[src/rtl/pma_lookup_unit.sv]
// Two-stage PMA lookup: physical address -> cacheable / non-idempotent / executable bits.
// Optional saturating performance counters are compiled in with PMA_LOOKUP_PERF_EN.

package config_pkg;
  localparam int unsigned NrMaxRules = 16;

  typedef struct packed {
    int unsigned                 PLEN;
    int unsigned                 NrNonIdempotentRules;
    logic [NrMaxRules-1:0][63:0] NonIdempotentAddrBase;
    logic [NrMaxRules-1:0][63:0] NonIdempotentLength;
    int unsigned                 NrExecuteRegionRules;
    logic [NrMaxRules-1:0][63:0] ExecuteRegionAddrBase;
    logic [NrMaxRules-1:0][63:0] ExecuteRegionLength;
    int unsigned                 NrCachedRegionRules;
    logic [NrMaxRules-1:0][63:0] CachedRegionAddrBase;
    logic [NrMaxRules-1:0][63:0] CachedRegionLength;
  } cva6_cfg_t;

  localparam cva6_cfg_t cva6_cfg_empty = '{
    PLEN:                  32'd56,
    NrNonIdempotentRules:  32'd0,
    NonIdempotentAddrBase: '0,
    NonIdempotentLength:   '0,
    NrExecuteRegionRules:  32'd0,
    ExecuteRegionAddrBase: '0,
    ExecuteRegionLength:   '0,
    NrCachedRegionRules:   32'd0,
    CachedRegionAddrBase:  '0,
    CachedRegionLength:    '0
  };
endpackage

module pma_lookup_unit #(
  parameter config_pkg::cva6_cfg_t CVA6Cfg  = config_pkg::cva6_cfg_empty,
  parameter int unsigned           TidWidth = 4
) (
  input  logic                    clk_i,
  input  logic                    rst_ni,
  input  logic                    flush_i,
  input  logic                    req_valid_i,
  output logic                    req_ready_o,
  input  logic [CVA6Cfg.PLEN-1:0] req_addr_i,
  input  logic                    req_fetch_i,
  input  logic [TidWidth-1:0]     req_tid_i,
  output logic                    resp_valid_o,
  input  logic                    resp_ready_i,
  output logic [TidWidth-1:0]     resp_tid_o,
  output logic                    resp_cacheable_o,
  output logic                    resp_nonidem_o,
  output logic                    resp_exec_o,
  output logic                    resp_exec_fault_o,
  output logic [31:0]             perf_lookups_o,
  output logic [31:0]             perf_exec_faults_o
);

  localparam int unsigned NrMaxRules = config_pkg::NrMaxRules;
  localparam bit          ExecAll    = (CVA6Cfg.NrExecuteRegionRules == 0);

  // 65-bit limit keeps a region that ends exactly at 2^64 from wrapping to zero.
  function automatic logic range_hit(input logic [63:0] addr,
                                     input logic [63:0] base,
                                     input logic [63:0] len);
    logic [64:0] limit;
    limit = {1'b0, base} + {1'b0, len};
    return (addr >= base) && ({1'b0, addr} < limit);
  endfunction

  logic [63:0]           addr_ext;
  logic [NrMaxRules-1:0] nonidem_hit;
  logic [NrMaxRules-1:0] exec_hit;
  logic [NrMaxRules-1:0] cached_hit;

  assign addr_ext = 64'(req_addr_i);

  for (genvar gi = 0; gi < NrMaxRules; gi++) begin : g_rule
    if (gi < int'(CVA6Cfg.NrNonIdempotentRules)) begin : g_ni_on
      assign nonidem_hit[gi] = range_hit(addr_ext, CVA6Cfg.NonIdempotentAddrBase[gi],
                                         CVA6Cfg.NonIdempotentLength[gi]);
    end else begin : g_ni_off
      assign nonidem_hit[gi] = 1'b0;
    end

    if (gi < int'(CVA6Cfg.NrExecuteRegionRules)) begin : g_ex_on
      assign exec_hit[gi] = range_hit(addr_ext, CVA6Cfg.ExecuteRegionAddrBase[gi],
                                      CVA6Cfg.ExecuteRegionLength[gi]);
    end else begin : g_ex_off
      assign exec_hit[gi] = 1'b0;
    end

    if (gi < int'(CVA6Cfg.NrCachedRegionRules)) begin : g_ca_on
      assign cached_hit[gi] = range_hit(addr_ext, CVA6Cfg.CachedRegionAddrBase[gi],
                                        CVA6Cfg.CachedRegionLength[gi]);
    end else begin : g_ca_off
      assign cached_hit[gi] = 1'b0;
    end
  end

  logic                  s1_valid_q,   s1_valid_d;
  logic [NrMaxRules-1:0] s1_nonidem_q, s1_nonidem_d;
  logic [NrMaxRules-1:0] s1_exec_q,    s1_exec_d;
  logic [NrMaxRules-1:0] s1_cached_q,  s1_cached_d;
  logic                  s1_fetch_q,   s1_fetch_d;
  logic [TidWidth-1:0]   s1_tid_q,     s1_tid_d;

  logic                  s2_valid_q,     s2_valid_d;
  logic                  s2_cacheable_q, s2_cacheable_d;
  logic                  s2_nonidem_q,   s2_nonidem_d;
  logic                  s2_exec_q,      s2_exec_d;
  logic                  s2_fault_q,     s2_fault_d;
  logic [TidWidth-1:0]   s2_tid_q,       s2_tid_d;

  logic s2_load;
  logic s1_load;
  logic req_accept;
  logic resp_fire;
  logic s2_exec_eval;

  assign s2_load      = !s2_valid_q || resp_ready_i;
  assign s1_load      = !s1_valid_q || s2_load;
  assign req_ready_o  = s1_load && !flush_i && rst_ni;
  assign req_accept   = req_valid_i && req_ready_o;
  assign resp_fire    = s2_valid_q && resp_ready_i;
  assign s2_exec_eval = ExecAll ? 1'b1 : |s1_exec_q;

  always_comb begin
    s1_valid_d     = s1_valid_q;
    s1_nonidem_d   = s1_nonidem_q;
    s1_exec_d      = s1_exec_q;
    s1_cached_d    = s1_cached_q;
    s1_fetch_d     = s1_fetch_q;
    s1_tid_d       = s1_tid_q;
    s2_valid_d     = s2_valid_q;
    s2_cacheable_d = s2_cacheable_q;
    s2_nonidem_d   = s2_nonidem_q;
    s2_exec_d      = s2_exec_q;
    s2_fault_d     = s2_fault_q;
    s2_tid_d       = s2_tid_q;

    if (s1_load) s1_valid_d = req_accept;
    if (req_accept) begin
      s1_nonidem_d = nonidem_hit;
      s1_exec_d    = exec_hit;
      s1_cached_d  = cached_hit;
      s1_fetch_d   = req_fetch_i;
      s1_tid_d     = req_tid_i;
    end

    // Output registers only change when a real entry moves in, so a stalled response holds.
    if (s2_load) begin
      s2_valid_d = s1_valid_q;
      if (s1_valid_q) begin
        s2_cacheable_d = |s1_cached_q;
        s2_nonidem_d   = |s1_nonidem_q;
        s2_exec_d      = s2_exec_eval;
        s2_fault_d     = s1_fetch_q && !s2_exec_eval;
        s2_tid_d       = s1_tid_q;
      end
    end

    if (flush_i) begin
      s1_valid_d = 1'b0;
      s2_valid_d = 1'b0;
    end
  end

  always_ff @(posedge clk_i) begin
    if (!rst_ni) begin
      s1_valid_q     <= 1'b0;
      s1_nonidem_q   <= '0;
      s1_exec_q      <= '0;
      s1_cached_q    <= '0;
      s1_fetch_q     <= 1'b0;
      s1_tid_q       <= '0;
      s2_valid_q     <= 1'b0;
      s2_cacheable_q <= 1'b0;
      s2_nonidem_q   <= 1'b0;
      s2_exec_q      <= 1'b0;
      s2_fault_q     <= 1'b0;
      s2_tid_q       <= '0;
    end else begin
      s1_valid_q     <= s1_valid_d;
      s1_nonidem_q   <= s1_nonidem_d;
      s1_exec_q      <= s1_exec_d;
      s1_cached_q    <= s1_cached_d;
      s1_fetch_q     <= s1_fetch_d;
      s1_tid_q       <= s1_tid_d;
      s2_valid_q     <= s2_valid_d;
      s2_cacheable_q <= s2_cacheable_d;
      s2_nonidem_q   <= s2_nonidem_d;
      s2_exec_q      <= s2_exec_d;
      s2_fault_q     <= s2_fault_d;
      s2_tid_q       <= s2_tid_d;
    end
  end

  assign resp_valid_o      = s2_valid_q;
  assign resp_tid_o        = s2_tid_q;
  assign resp_cacheable_o  = s2_cacheable_q;
  assign resp_nonidem_o    = s2_nonidem_q;
  assign resp_exec_o       = s2_exec_q;
  assign resp_exec_fault_o = s2_fault_q;

`ifdef PMA_LOOKUP_PERF_EN
  logic [31:0] perf_lookups_q, perf_lookups_d;
  logic [31:0] perf_exec_faults_q, perf_exec_faults_d;

  always_comb begin
    perf_lookups_d     = perf_lookups_q;
    perf_exec_faults_d = perf_exec_faults_q;
    if (req_accept && (perf_lookups_q != 32'hFFFF_FFFF))
      perf_lookups_d = perf_lookups_q + 32'd1;
    if (resp_fire && s2_fault_q && (perf_exec_faults_q != 32'hFFFF_FFFF))
      perf_exec_faults_d = perf_exec_faults_q + 32'd1;
  end

  always_ff @(posedge clk_i) begin
    if (!rst_ni) begin
      perf_lookups_q     <= '0;
      perf_exec_faults_q <= '0;
    end else begin
      perf_lookups_q     <= perf_lookups_d;
      perf_exec_faults_q <= perf_exec_faults_d;
    end
  end

  assign perf_lookups_o     = perf_lookups_q;
  assign perf_exec_faults_o = perf_exec_faults_q;
`else
  logic unused_fire;
  assign unused_fire        = resp_fire;
  assign perf_lookups_o     = '0;
  assign perf_exec_faults_o = '0;
`endif

endmodule

[config.mk]
export PLATFORM = sky130hd
export DESIGN_NAME = pma_lookup_unit
export DESIGN_NICKNAME = d
export VERILOG_FILES = /design/src/rtl/pma_lookup_unit.sv
export SDC_FILE = /design/constraint.sdc
export NUM_CORES = 1
export LEC_CHECK = 0
export CAP_MARGIN = 0
export CORE_MARGIN = 4
export CORE_UTILIZATION = 24
export CTS_CLUSTER_SIZE = 10
export DETAILED_ROUTE_END_ITERATION = 8
export MAX_ROUTING_LAYER = met4
export PLACE_DENSITY_LB_ADDON = 0.08
export SLEW_MARGIN = 20
export SYNTH_ARGS = -nofsm -noshare
export SYNTH_HDL_FRONTEND = slang
export SYNTH_SLANG_ARGS = --single-unit
[constraint.sdc]
create_clock -name clk_i -period 1.2 [get_ports clk_i]
set_clock_uncertainty 0.15 [all_clocks]
set_input_delay 0.18 -clock clk_i [delete_from_list [all_inputs] [get_ports clk_i]]
set_output_delay 0.18 -clock clk_i [all_outputs]
set_load 0.01 [all_outputs]
==> impl_metrics.sql <==
INSERT INTO impl_metrics (metric_group, metric, value, unit) VALUES
('clock_network', 'cts_buffer_depth', '2', ''),
('layout', 'finish.instance_area', '1016', 'um^2'),
('yosys', 'synthesized_area_per_cell', '8.133', 'um^2'),
('sta', 'timing_hold_violations_final', '0', ''),
('clock_network', 'htree_num_levels', '1', ''),
('yosys', 'synth_enable_flop_cells', '0', ''),
('drt', 'drc', '0', ''),
('yosys', 'synth_async_sr_flop_share', '0', '%'),
('sta', 'min_period', '1282', 'ps'),
('placed_design', 'portBuffers', '15', ''),
('drt', 'postRouteAntennaNets', '0', ''),
('placed_design', 'post_dp_cell_area', '962.2', 'um^2'),
('die', 'core_area', '3771', 'um^2'),
('worst_setup_path', 'worstPathCellList', 'and2b_1, a21oi_2, buf_2', ''),
('global_routing', 'grt_overflow', '0', ''),
('placed_design', 'place.gp.congestion', '0.7329', ''),
('clock_network', 'cts_sinks', '11', ''),
('die', 'count_of_pins_on_the_block_boundary', '140', ''),
('sta', 'max_freq', '780.3', 'MHz'),
('yosys', 'dominantRegCellSynth', 'dfxtp_1', ''),
('worst_setup_path', 'startpoint_type_of_the_worst_setup_path', 'flop', ''),
('yosys', 'yosys_warnings', '0', ''),
('die', 'chipWidth', '71.24', 'um'),
('layout', 'nNetsFinal', '209', ''),
('die', 'initial_utilization', '25.45', '%'),
('drt', 'via_count', '605', ''),
('sta', 'final_report_max_slew_violation_count', '0', ''),
('worst_setup_path', 'worstPathArrival', '950', 'ps'),
('drt', 'firstDrtPassIters', '3', ''),
('sta', 'rsz0062_at_grt', 'true', ''),
('worst_setup_path', 'crit_path_top_delay_cell', 'dfxtp_1', ''),
('global_routing', 'globalRoute.busiestLayer', 'met2', ''),
('worst_setup_path', 'crit_type', 'reg -> out', ''),
('die', 'die_height', '71.24', 'um'),
('worst_setup_path', 'cp.required', '870', 'ps'),
('yosys', 'ys_seq_area_share', '22.95', '%'),
('global_routing', 'grt_max_degree', '8', ''),
('drt', 'routed_wire_per_std_cell', '8.674', 'um'),
('sta', 'post-route-worst-setup-slack', '-81.50', 'ps'),
('global_routing', 'antenna_found_initial', '0', ''),
('yosys', 'yosys_register_bits', '11', ''),
('power', 'power.leakage', '0.5350', 'nW'),
('die', 'die-area', '5074', 'um^2'),
('global_routing', 'global_route.usage.met2', '8.673', '%'),
('worst_setup_path', 'critPathTopFamily', 'flip-flops', ''),
('clock_network', 'cts-buffers-inserted', '3', ''),
('clock_network', 'cts_root_buffer', 'clkbuf_8', ''),
('worst_setup_path', 'cpPeakStageDelay', '300', 'ps'),
('power', 'ir_drop', '0.2184', 'mV'),
('clock_network', 'clkSlewWorstSetupHoldPaths', '50', 'ps'),
('global_routing', 'grtUsageTotal', '6.108', '%'),
('yosys', 'netlist-cell-type-count', '17', ''),
('worst_setup_path', 'crit_fanout', '2', ''),
('global_routing', 'grt_pass1_wl', '2366', 'um'),
('drt', 'final_wl', '1648', 'um'),
('yosys', 'mappedNetlistArea', '959.7', 'um^2'),
('die', 'rows', '22', ''),
('sta', 'fin_tns_setup', '-81.50', 'ps'),
('yosys', 'synth_cells', '118', ''),
('worst_setup_path', 'critical_path.endpoint_type', 'output pin', ''),
('layout', 'syn2layout_area_growth', '5.867', '%'),
('yosys', 'synth_area_leader_cell', 'buf_4', ''),
('global_routing', 'global_route.usage.met1', '7.179', '%'),
('yosys', 'synth_common_cells', 'buf_4 (67), dfxtp_1 (11), a21oi_1 (8), nand3_1 (8)', ''),
('placed_design', 'hpwl', '1467', 'um'),
('outcome', 'status', 'complete, but fails checks', ''),
('yosys', 'synth_area_leaders', 'buf_4 (52%), dfxtp_1 (23%), a21oi_1 (4.2%)', ''),
('drt', 'route.detailed.vias_per_inst', '3.184', ''),
('drt', 'drt_first_iter_violations', '6', ''),
('clock_network', 'worstSkewPairLatency', '240', 'ps'),
('sta', 'finalCritPeriodShare', '106.8', '%'),
('min_path', 'worst_min_delay_path_class', 'reg -> reg', ''),
('global_routing', 'first_global_vias', '511', ''),
('yosys', 'synth.most_common_cell', 'buf_4', ''),
('sta', 'setup_viol_count_final', '1', ''),
('outcome', 'violated_checks', 'setup timing', ''),
('yosys', 'post-synth-top-area-fraction', '52.41', '%'),
('layout', 'layout-drive-gt1-share', '16.90', '%'),
('clock_network', 'tritoncts_clock_tree', 'yes', ''),
('power', 'power.density', '931.2', 'nW/um^2'),
('worst_setup_path', 'worst-path-buf-inv', '1', ''),
('global_routing', 'met3_resource_use_gr', '3.226', '%'),
('job', 'timing.max_cap.violations', '0', ''),
('layout', 'ant_diodes', '0', '');
==> final cells by class <==
class | instances | area [um^2]
inverter | 3 | 11.26
sequential | 11 | 220.2
multi-input combinational | 102 | 486.7
clock buffer | 4 | 45.04
tap | 48 | 60.06
fill | 430 | 2755
timing repair buffer | 22 | 192.7
==> cells by family after synthesis <==
family                 share of synthesized area [%]
AO/OA/AOI/OAI                                  9.909
flip-flops                                     22.95
other                                         0.3908
AND/OR/NAND/NOR                                12.65
buffers and inverters                          54.11
==> state kept, by name, summed over array words and instances (netlist names) <==
name and flops:
resp_tid_o 4, s1_valid_q 1, s1_tid_q 4, resp_exec_o 1
resp_valid_o 1
==> placed cells by master (no fill, tap or decap) <==
| cell | instances |
|---|---|
| dlygate4sd2_1 | 3 |
| nand3b_4 | 1 |
| nand2_1 | 4 |
| nor2_1 | 1 |
| buf_2 | 2 |
| a21oi_2 | 2 |
| buf_6 | 1 |
| buf_4 | 6 |
| conb_1 | 67 |
| o21ai_2 | 7 |
| and2b_1 | 1 |
| o21ai_1 | 1 |
| nand2b_1 | 1 |
| and3b_4 | 1 |
| clkbuf_1 | 1 |
| and2_4 | 1 |
| clkbuf_8 | 3 |
| nand3_1 | 8 |
| inv_1 | 3 |
| dfxtp_1 | 11 |
| a21oi_1 | 6 |
| clkdlybuf4s15_1 | 5 |
| or2b_1 | 1 |
| clkdlybuf4s50_1 | 5 |
==> worst register-to-register path: stages (launching register included) <==
cell and delay [ps]:
dfxtp_1 370, buf_6 150, nand3b_4 110, and2_4 180
o21ai_2 120
==> final timing paths <==
path	from	slack, ps	endpoint	cells after the start
hold reg to reg	resp_tid_o[0]	310	resp_tid_o[0]	2
setup reg to reg	s1_valid_q	70	s1_tid_q[2]	4
hold / removal	resp_tid_o[0]	310	resp_tid_o[0]	2
setup / recovery	resp_valid_o	-80	req_ready_o	3
==> repair_timing <==
action                     CTS  global route
gates resized for setup     21            10
setup endpoints to repair   16             9
pin swaps                    1             2
buffers inserted             1             0
hold buffers                 0             0
==> layer usage <==
| layer | vias up | wire length [um] |
|---|---|---|
| met1 | 255 | 640 |
| met5 | - | 0 |
| met4 | 0 | 15 |
| met3 | 2 | 292 |
| li1 | 292 | - |
| met2 | 56 | 699 |
==> through the flow <==
stage	cells	worst slack [ps]	utilization, %	hold WS, ps	power (W)
global route	190	-148.7	26.94	330.3	0.001007
detailed placement	186	-723.3	25.51	316.7	0.0005819
CTS	191	-101.0	26.48	315.4	0.0009525
global placement	186	-750.7	25.51	310.2	0.0005821
finish	190	-81.50	26.94	314.7	0.0009460
floorplan	184	72.64	-	158.4	0.0006819
==> where the power goes <==
| group | total (W) | internal (W) | switching, W |
|---|---|---|---|
| Sequential | 0.000386 | 0.000379 | 0.00000762 |
| Combinational | 0.000190 | 0.0000537 | 0.000137 |
| Clock | 0.000369 | 0.000233 | 0.000136 |
| Total | 0.000946 | 0.000666 | 0.000281 |
No activity file was read; power rests on OpenSTA's default activity.
